<file path="src/rtl/lke_ctrl_pkg.sv">
// Shared definitions for the lookup-engine control path: header layout, resource IDs,
// FSM encoding and the beat/keep sizing helpers used by generator and stage parsers.
package lke_ctrl_pkg;

    localparam logic [15:0] CTRL_MAGIC_DEF = 16'hF2F1;

    localparam int HDR_MAGIC_LSB = 0;
    localparam int HDR_MAGIC_W   = 16;
    localparam int HDR_STAGE_LSB = 16;
    localparam int HDR_STAGE_W   = 5;
    localparam int HDR_RES_LSB   = 21;
    localparam int HDR_RES_W     = 4;
    localparam int HDR_ADDR_LSB  = 32;
    localparam int HDR_BEATS_LSB = 40;
    localparam int HDR_BEATS_W   = 8;
    localparam int HDR_LEN_W     = 16;

    localparam logic [3:0] RES_KEY_MASK = 4'h1;
    localparam logic [3:0] RES_CAM      = 4'h2;
    localparam logic [3:0] RES_ACT_RAM  = 4'h3;

    // Widest keep mask the helpers can describe (data width up to 2048 bits).
    localparam int KEEP_MAX = 256;

    typedef enum logic [1:0] {
        ST_IDLE = 2'd0,
        ST_HDR  = 2'd1,
        ST_DATA = 2'd2
    } ctrl_state_e;

    function automatic int data_beats(input int len, input int w);
        return (len + w - 1) / w;
    endfunction

    function automatic int last_bytes(input int len, input int w);
        int rem;
        rem = len - (data_beats(len, w) - 1) * w;
        return (rem + 7) / 8;
    endfunction

    function automatic logic [KEEP_MAX-1:0] last_keep(input int len, input int w);
        logic [KEEP_MAX-1:0] m;
        m = '0;
        for (int i = 0; i < KEEP_MAX; i++) begin
            if (i < last_bytes(len, w)) m[i] = 1'b1;
        end
        return m;
    endfunction

endpackage

</file>
<file path="src/rtl/lke_ctrl_pkt_gen.sv">
// Control-packet transmitter: turns one table-write request into a header beat followed
// by the entry payload, LSB first, on a registered AXI-Stream master.
module lke_ctrl_pkt_gen
    import lke_ctrl_pkg::*;
#(
    parameter int          C_S_AXIS_DATA_WIDTH  = 512,
    parameter int          C_S_AXIS_TUSER_WIDTH = 128,
    parameter int          ENTRY_LEN            = 625,
    parameter int          ADDR_WIDTH           = 8,
    parameter logic [15:0] CTRL_MAGIC           = CTRL_MAGIC_DEF
) (
    input  logic                                 clk,
    input  logic                                 rst_n,
    input  logic                                 req_valid,
    output logic                                 req_ready,
    input  logic [4:0]                           req_stage_id,
    input  logic [3:0]                           req_resource_id,
    input  logic [ADDR_WIDTH-1:0]                req_addr,
    input  logic [ENTRY_LEN-1:0]                 req_data,
    output logic [C_S_AXIS_DATA_WIDTH-1:0]       c_m_axis_tdata,
    output logic [C_S_AXIS_TUSER_WIDTH-1:0]      c_m_axis_tuser,
    output logic [C_S_AXIS_DATA_WIDTH/8-1:0]     c_m_axis_tkeep,
    output logic                                 c_m_axis_tvalid,
    output logic                                 c_m_axis_tlast,
    input  logic                                 c_m_axis_tready,
    output logic                                 busy,
    output logic [31:0]                          pkt_cnt
);

    localparam int W          = C_S_AXIS_DATA_WIDTH;
    localparam int KW         = W / 8;
    localparam int UW         = C_S_AXIS_TUSER_WIDTH;
    localparam int DATA_BEATS = data_beats(ENTRY_LEN, W);
    localparam int PAD_W      = DATA_BEATS * W;
    localparam int BEAT_W     = (DATA_BEATS > 1) ? $clog2(DATA_BEATS) : 1;

    localparam logic [BEAT_W-1:0]    LAST_IDX      = BEAT_W'(DATA_BEATS - 1);
    localparam logic [KEEP_MAX-1:0]  LAST_KEEP_MAX = last_keep(ENTRY_LEN, W);
    localparam logic [KW-1:0]        LAST_KEEP     = LAST_KEEP_MAX[KW-1:0];
    localparam logic [HDR_LEN_W-1:0] PKT_BYTES     =
        HDR_LEN_W'(KW * DATA_BEATS + last_bytes(ENTRY_LEN, W));

    ctrl_state_e        r_state, w_state_nxt;
    logic               r_req_ready, w_req_ready_nxt;
    logic               r_tvalid, w_tvalid_nxt;
    logic               r_tlast, w_tlast_nxt;
    logic [W-1:0]       r_tdata, w_tdata_nxt;
    logic [KW-1:0]      r_tkeep, w_tkeep_nxt;
    logic [UW-1:0]      r_tuser, w_tuser_nxt;
    logic [PAD_W-1:0]   r_payload, w_payload_nxt;
    logic [BEAT_W-1:0]  r_beat, w_beat_nxt;
    logic [31:0]        r_pkt_cnt, w_pkt_cnt_nxt;

    logic               w_accept;
    logic               w_hs;
    logic [BEAT_W-1:0]  w_beat_inc;
    logic               w_next_last;
    logic [W-1:0]       w_hdr;

    // Request side: accept when req_valid && req_ready. Stream side: a beat moves only on
    // tvalid && tready; all beat fields are registers, so they hold while the sink stalls.
    assign w_accept    = req_valid & r_req_ready;
    assign w_hs        = r_tvalid & c_m_axis_tready;
    assign w_beat_inc  = r_beat + BEAT_W'(1);
    assign w_next_last = (w_beat_inc == LAST_IDX);

    always_comb begin
        w_hdr = '0;
        w_hdr[HDR_MAGIC_LSB +: HDR_MAGIC_W] = CTRL_MAGIC;
        w_hdr[HDR_STAGE_LSB +: HDR_STAGE_W] = req_stage_id;
        w_hdr[HDR_RES_LSB   +: HDR_RES_W]   = req_resource_id;
        w_hdr[HDR_ADDR_LSB  +: ADDR_WIDTH]  = req_addr;
        w_hdr[HDR_BEATS_LSB +: HDR_BEATS_W] = HDR_BEATS_W'(DATA_BEATS);
    end

    always_comb begin
        w_state_nxt   = r_state;
        w_tvalid_nxt  = r_tvalid;
        w_tlast_nxt   = r_tlast;
        w_tdata_nxt   = r_tdata;
        w_tkeep_nxt   = r_tkeep;
        w_tuser_nxt   = r_tuser;
        w_payload_nxt = r_payload;
        w_beat_nxt    = r_beat;
        w_pkt_cnt_nxt = r_pkt_cnt;

        case (r_state)
            ST_IDLE: begin
                if (w_accept) begin
                    w_state_nxt   = ST_HDR;
                    w_tvalid_nxt  = 1'b1;
                    w_tlast_nxt   = 1'b0;
                    w_tdata_nxt   = w_hdr;
                    w_tkeep_nxt   = '1;
                    w_tuser_nxt   = UW'(PKT_BYTES);
                    w_payload_nxt = PAD_W'(req_data);
                    w_beat_nxt    = '0;
                end
            end
            ST_HDR: begin
                w_beat_nxt = '0;
                if (w_hs) begin
                    w_state_nxt   = ST_DATA;
                    w_tdata_nxt   = r_payload[W-1:0];
                    w_payload_nxt = r_payload >> W;
                    w_tlast_nxt   = (DATA_BEATS == 1);
                    w_tkeep_nxt   = (DATA_BEATS == 1) ? LAST_KEEP : '1;
                end
            end
            ST_DATA: begin
                if (w_hs) begin
                    if (r_tlast) begin
                        w_state_nxt   = ST_IDLE;
                        w_tvalid_nxt  = 1'b0;
                        w_tlast_nxt   = 1'b0;
                        w_tdata_nxt   = '0;
                        w_tkeep_nxt   = '0;
                        w_tuser_nxt   = '0;
                        w_pkt_cnt_nxt = r_pkt_cnt + 32'd1;
                    end else begin
                        w_beat_nxt    = w_beat_inc;
                        w_tdata_nxt   = r_payload[W-1:0];
                        w_payload_nxt = r_payload >> W;
                        w_tlast_nxt   = w_next_last;
                        w_tkeep_nxt   = w_next_last ? LAST_KEEP : '1;
                    end
                end
            end
            default: w_state_nxt = ST_IDLE;
        endcase

        w_req_ready_nxt = (w_state_nxt == ST_IDLE);
    end

    // req_ready is its own register so it stays low throughout reset and rises one clock after release.
    always_ff @(posedge clk or negedge rst_n) begin
        if (!rst_n) begin
            r_state     <= ST_IDLE;
            r_req_ready <= 1'b0;
            r_tvalid    <= 1'b0;
            r_tlast     <= 1'b0;
            r_tdata     <= '0;
            r_tkeep     <= '0;
            r_tuser     <= '0;
            r_payload   <= '0;
            r_beat      <= '0;
            r_pkt_cnt   <= '0;
        end else begin
            r_state     <= w_state_nxt;
            r_req_ready <= w_req_ready_nxt;
            r_tvalid    <= w_tvalid_nxt;
            r_tlast     <= w_tlast_nxt;
            r_tdata     <= w_tdata_nxt;
            r_tkeep     <= w_tkeep_nxt;
            r_tuser     <= w_tuser_nxt;
            r_payload   <= w_payload_nxt;
            r_beat      <= w_beat_nxt;
            r_pkt_cnt   <= w_pkt_cnt_nxt;
        end
    end

    assign req_ready       = r_req_ready;
    assign c_m_axis_tvalid = r_tvalid;
    assign c_m_axis_tlast  = r_tlast;
    assign c_m_axis_tdata  = r_tdata;
    assign c_m_axis_tkeep  = r_tkeep;
    assign c_m_axis_tuser  = r_tuser;
    assign busy            = (r_state != ST_IDLE);
    assign pkt_cnt         = r_pkt_cnt;

endmodule

</file>
<file path="config.mk">
export PLATFORM = sky130hd
export DESIGN_NAME = lke_ctrl_pkt_gen
export DESIGN_NICKNAME = d
export VERILOG_FILES = /design/src/rtl/lke_ctrl_pkg.sv /design/src/rtl/lke_ctrl_pkt_gen.sv
export SDC_FILE = /design/constraint.sdc
export NUM_CORES = 2
export LEC_CHECK = 0
export ABC_AREA = 1
export CAP_MARGIN = 20
export CORE_AREA = 3 3 535 537
export CTS_BUF_LIST = sky130_fd_sc_hd__clkbuf_4 sky130_fd_sc_hd__clkbuf_8
export CTS_CLUSTER_SIZE = 14
export DETAILED_ROUTE_END_ITERATION = 8
export DIE_AREA = 0 0 538 540
export PLACE_DENSITY = 0.5
export SLEW_MARGIN = 20
export SYNTH_ARGS = -nofsm -noshare
export SYNTH_HDL_FRONTEND = slang
export SYNTH_SLANG_ARGS = --single-unit
</file>
<file path="constraint.sdc">
create_clock -name clk -period 1.9 [get_ports clk]
set_clock_uncertainty 0.15 [all_clocks]
set_input_delay 0.475 -clock clk [delete_from_list [all_inputs] [get_ports clk]]
set_output_delay 0.475 -clock clk [all_outputs]
set_load 0.02 [all_outputs]
</file>
==> impl_metrics.sql <==
INSERT INTO impl_metrics (metric_group, metric, value, unit) VALUES
('yosys', 'synth_largest_type_area_fraction', '0.598', ''),
('global_routing', 'via_count_of_the_first_global_routing_pass', '48900', ''),
('place', 'place.detailed.hpwl', '184000', 'µm'),
('routing', 'antenna_left', '0', ''),
('worst_setup_path', 'critPathArrivalTime', '3.17', 'ns'),
('yosys', 'most_frequent_cell_after_synthesis', 'sky130_fd_sc_hd__nand2_1', ''),
('clock_tree', 'worstSkewPairLatency', '0.97', 'ns'),
('global_routing', 'grt_overflow_total', '0', ''),
('floorplanning', 'dieWidth', '538', 'µm'),
('place', 'placedInstanceArea', '68900', 'µm²'),
('routing', 'drc', '0', ''),
('yosys', 'syn_avg_cell_area', '8.53', 'µm²'),
('yosys', 'ys_async_sr_fraction', '1.00', ''),
('worst_setup_path', 'timing.critical_path.fanout_max', '7', ''),
('finish', 'final_cells', '11900', ''),
('floorplanning', 'core_footprint', '282000', 'µm²'),
('routing', 'drt-initial-drc-count', '3497', ''),
('sta', 'hold_violations', '0', ''),
('finish', 'layout-drive-gt1-share', '0.159', ''),
('clock_tree', 'cts-root-buf', 'sky130_fd_sc_hd__clkbuf_8', ''),
('finish', 'num-fill-cells', '29900', ''),
('place', 'finalWeightedCongestion', '0.911', ''),
('routing', 'wire_per_inst', '21.0', 'µm'),
('sta', 'post-route-worst-setup-slack', '-0.632', 'ns'),
('routing', 'drt_first_pass_iters', '5', ''),
('sta', 'timing.slew.headroom', '0.557', ''),
('clock_tree', 'numCtsBuffers', '222', ''),
('power_and_ir_drop', 'leakagePower', '42.7', 'nW'),
('routing', 'vias', '48400', ''),
('run', 'max_cap_viol_count', '0', ''),
('yosys', 'postSynthRegisterBits', '1177', ''),
('sta', 'period_share', '1.33', ''),
('clock_tree', 'cts-root-to-sink-buffers', '4', ''),
('place', 'quantity_of_i_o_buffers_inserted_on_ports', '1262', ''),
('sta', 'fin_crit', '2.53', 'ns'),
('sta', 'setup_repair_after_global_routing_missed_its_margin', 'true', ''),
('floorplanning', 'floorplan.die_area', '291000', 'µm²'),
('global_routing', 'grt_usage', '0.159', ''),
('outcome', 'status', 'finished, violations left', ''),
('finish', 'layout.cell_area.non_filler', '82000', 'µm²'),
('place', 'place_ws', '-0.884', 'ns'),
('yosys', 'sequential_fraction_of_the_synthesis_area', '0.598', ''),
('worst_setup_path', 'path_class', 'flip-flop to flip-flop', ''),
('sta', 'slew_violations', '0', ''),
('finish', 'num-nets-final', '8605', ''),
('yosys', 'ys_types', '28', ''),
('place', 'cells_after_dpl', '10700', ''),
('floorplanning', 'num_io_pins', '1386', ''),
('yosys', 'synth.top_cells.by_area', 'sky130_fd_sc_hd__dfrtp_1 60%, sky130_fd_sc_hd__nand2_1 21%, sky130_fd_sc_hd__nand3_1 10%', ''),
('yosys', 'synth_top_area_cell', 'sky130_fd_sc_hd__dfrtp_1', ''),
('global_routing', 'grt_pass1_wl', '346000', 'µm'),
('clock_tree', 'clk_pin_slew_worst_paths', '0.07', 'ns'),
('yosys', 'syn-instance-count', '5774', ''),
('global_routing', 'grt_start_max_net_pins', '86', ''),
('sta', 'worst_slew_pin_slew', '0.663', 'ns'),
('clock_tree', 'cts_tree', 'built', ''),
('worst_setup_path', 'timing.critical_path.from_type', 'flip-flop', ''),
('routing', 'drt-vias-per-instance', '4.06', ''),
('finish', 'finalCoreUtilization', '0.291', ''),
('outcome', 'violated_checks', 'setup timing', ''),
('clock_tree', 'htreeDepth', '4', ''),
('power_and_ir_drop', 'vdd_ir_drop_max', '1470', 'µV'),
('floorplanning', 'dieHeight', '540', 'µm'),
('sta', 'timing.fmax', '0.395', 'GHz'),
('clock_tree', 'clock_net_sink_count', '1177', ''),
('yosys', 'warning_count_from_the_yosys_run', '0', ''),
('yosys', 'synth_edf_count', '0', ''),
('floorplanning', 'floorplan.initialDensity', '0.175', ''),
('finish', 'syn_to_final_growth', '66.6', '%'),
('power_and_ir_drop', 'powerDensity', '1910', 'nW/µm²'),
('sta', 'setup_viol', '1790', ''),
('min_path', 'worst_hold_path_type', 'primary input to flip-flop', ''),
('yosys', 'synthesis.area', '49200', 'µm²'),
('worst_setup_path', 'worst_setup_path_end_kind', 'flip-flop', ''),
('yosys', 'dominantRegCellSynth', 'sky130_fd_sc_hd__dfrtp_1', ''),
('routing', 'postRouteWirelength', '251000', 'µm'),
('floorplanning', 'floorplan.rows', '195', ''),
('worst_setup_path', 'timing.critical_path.required', '2.54', 'ns'),
('global_routing', 'antenna_violations_before_repair', '93', ''),
('sta', 'fin_setup_tns', '-775.76', 'ns'),
('yosys', 'synth.cells.most_frequent', '2804 x sky130_fd_sc_hd__nand2_1, 1177 x sky130_fd_sc_hd__dfrtp_1, 1015 x sky130_fd_sc_hd__nand3_1', '');
## cell type report
cell class / instances / area (µm²) / area share
antenna: 61 / 153 / 0.00186
clock buffer: 346 / 4340 / 0.0530
clock inverter: 56 / 692 / 0.00844
inverter: 46 / 226 / 0.00276
multi-input combinational: 4090 / 17100 / 0.209
sequential: 1177 / 29500 / 0.359
tap: 3743 / 4680 / 0.0571
timing repair buffer: 2417 / 25300 / 0.309
## placed cells by master (no fill, tap or decap), types with 11 or more instances in the layout
| master | instances |
|---|---|
| sky130_fd_sc_hd__diode_2 | 61 |
| sky130_fd_sc_hd__buf_6 | 161 |
| sky130_fd_sc_hd__clkbuf_8 | 279 |
| sky130_fd_sc_hd__xnor2_1 | 14 |
| sky130_fd_sc_hd__dlygate4sd2_1 | 348 |
| sky130_fd_sc_hd__clkbuf_16 | 33 |
| sky130_fd_sc_hd__dfrtp_1 | 1168 |
| sky130_fd_sc_hd__buf_16 | 13 |
| sky130_fd_sc_hd__nand4_1 | 12 |
| sky130_fd_sc_hd__buf_8 | 16 |
| sky130_fd_sc_hd__a21oi_1 | 11 |
| sky130_fd_sc_hd__bufinv_16 | 12 |
| sky130_fd_sc_hd__buf_2 | 31 |
| sky130_fd_sc_hd__clkinv_2 | 29 |
| sky130_fd_sc_hd__conb_1 | 123 |
| sky130_fd_sc_hd__buf_12 | 173 |
| sky130_fd_sc_hd__nand2_2 | 20 |
| sky130_fd_sc_hd__buf_4 | 397 |
| sky130_fd_sc_hd__clkbuf_4 | 68 |
| sky130_fd_sc_hd__clkdlybuf4s50_1 | 644 |
| sky130_fd_sc_hd__dlygate4sd3_1 | 596 |
| sky130_fd_sc_hd__a31oi_1 | 17 |
| sky130_fd_sc_hd__nand2_1 | 2782 |
| sky130_fd_sc_hd__nor2_1 | 52 |
| sky130_fd_sc_hd__inv_1 | 37 |
| sky130_fd_sc_hd__nand3_1 | 1003 |
| sky130_fd_sc_hd__o21ai_0 | 16 |
| sky130_fd_sc_hd__nand3_2 | 11 |
## through the flow
stage | power (mW) | hold slack (ns)
2_1_floorplan | 80.2 | 0.0294
3_3_place_gp | 118 | 0.231
3_5_place_dp | 119 | 0.235
4_1_cts | 147 | 0.000414
5_1_grt | 167 | 0.0317
6_report | 156 | 0.139
## metal layers
metal,wire [µm],track usage,up-vias,part of all wire
met5,200,0,-,0.00080
met4,7130,0.0439,34,0.028
met3,21400,0.0443,379,0.085
met2,114000,0.255,1919,0.46
met1,108000,0.210,23600,0.43
li1,-,-,22500,-
## worst max-delay path, stage by stage, from the launching register on
cell	delay (ns)
sky130_fd_sc_hd__dfrtp_1	0.40
sky130_fd_sc_hd__buf_6	0.13
sky130_fd_sc_hd__buf_6	0.12
sky130_fd_sc_hd__ha_4	0.16
sky130_fd_sc_hd__nand2_2	0.07
sky130_fd_sc_hd__nand2_2	0.06
sky130_fd_sc_hd__nor2_4	0.19
sky130_fd_sc_hd__inv_8	0.04
sky130_fd_sc_hd__nor2_4	0.17
sky130_fd_sc_hd__buf_6	0.18
sky130_fd_sc_hd__clkinv_16	0.08
sky130_fd_sc_hd__buf_12	0.15
sky130_fd_sc_hd__buf_16	0.17
sky130_fd_sc_hd__clkbuf_16	0.18
sky130_fd_sc_hd__nand2_1	0.06
sky130_fd_sc_hd__nand2_1	0.05
## cells by family (layout without fill, tap and decap cells)
family / Yosys count / after routing / synth area share
simple gates: 3894 / 3894 / 0.324
flops: 1177 / 1177 / 0.598
buf+inv: 629 / 2865 / 0.0672
compound gates: 46 / 46 / 0.00524
xor+xnor: 22 / 22 / 0.00391
fa+ha+maj: 5 / 5 / 0.00127
other cells: 1 / 184 / 0.0000762
## worst paths after layout
path | depth (start not counted) | endpoint | start | slack [ns]
min | 5 | r_payload[18]$_DFFE_PN0P_ | req_data[18] | 0.14
min in group asynchronous | 3 | c_m_axis_tdata[4]$_DFFE_PN0P_ | rst_n | 0.18
max reg2reg | 15 | r_payload[408]$_DFFE_PN0P_ | r_state[0]$_DFF_PN0_ | -0.63
max | 15 | r_payload[408]$_DFFE_PN0P_ | r_state[0]$_DFF_PN0_ | -0.63
min reg2reg | 2 | c_m_axis_tdata[339]$_DFFE_PN0P_ | r_payload[339]$_DFFE_PN0P_ | 0.29
max in group asynchronous | 3 | r_payload[112]$_DFFE_PN0P_ | rst_n | 0.34
## registers in the layout, indices dropped and copies added, names as in the netlist
register        count
r_state             2
req_ready           1
r_payload         625
c_m_axis_tkeep      2
c_m_axis_tlast      1
pkt_cnt            32
c_m_axis_tuser      1
c_m_axis_tdata    512
r_beat              1
## power breakdown
group	switching [mW]	internal, mW	leakage (nW)
Combinational	52.0	34.8	24.5
Sequential	6.42	34.9	15.5
Clock	12.1	16.3	2.67
Total	70.5	85.9	42.7
## repair_timing
action                                   CTS  global route
buffers inserted                           9           109
gates cloned                               0            43
endpoints found under the hold margin   1771             0
gates resized for setup                  754           716
hold buffers                             596             0
endpoints found under the setup margin  1788          1791
pin swaps                                  0            18
Power figures use the tool's default switching activity.
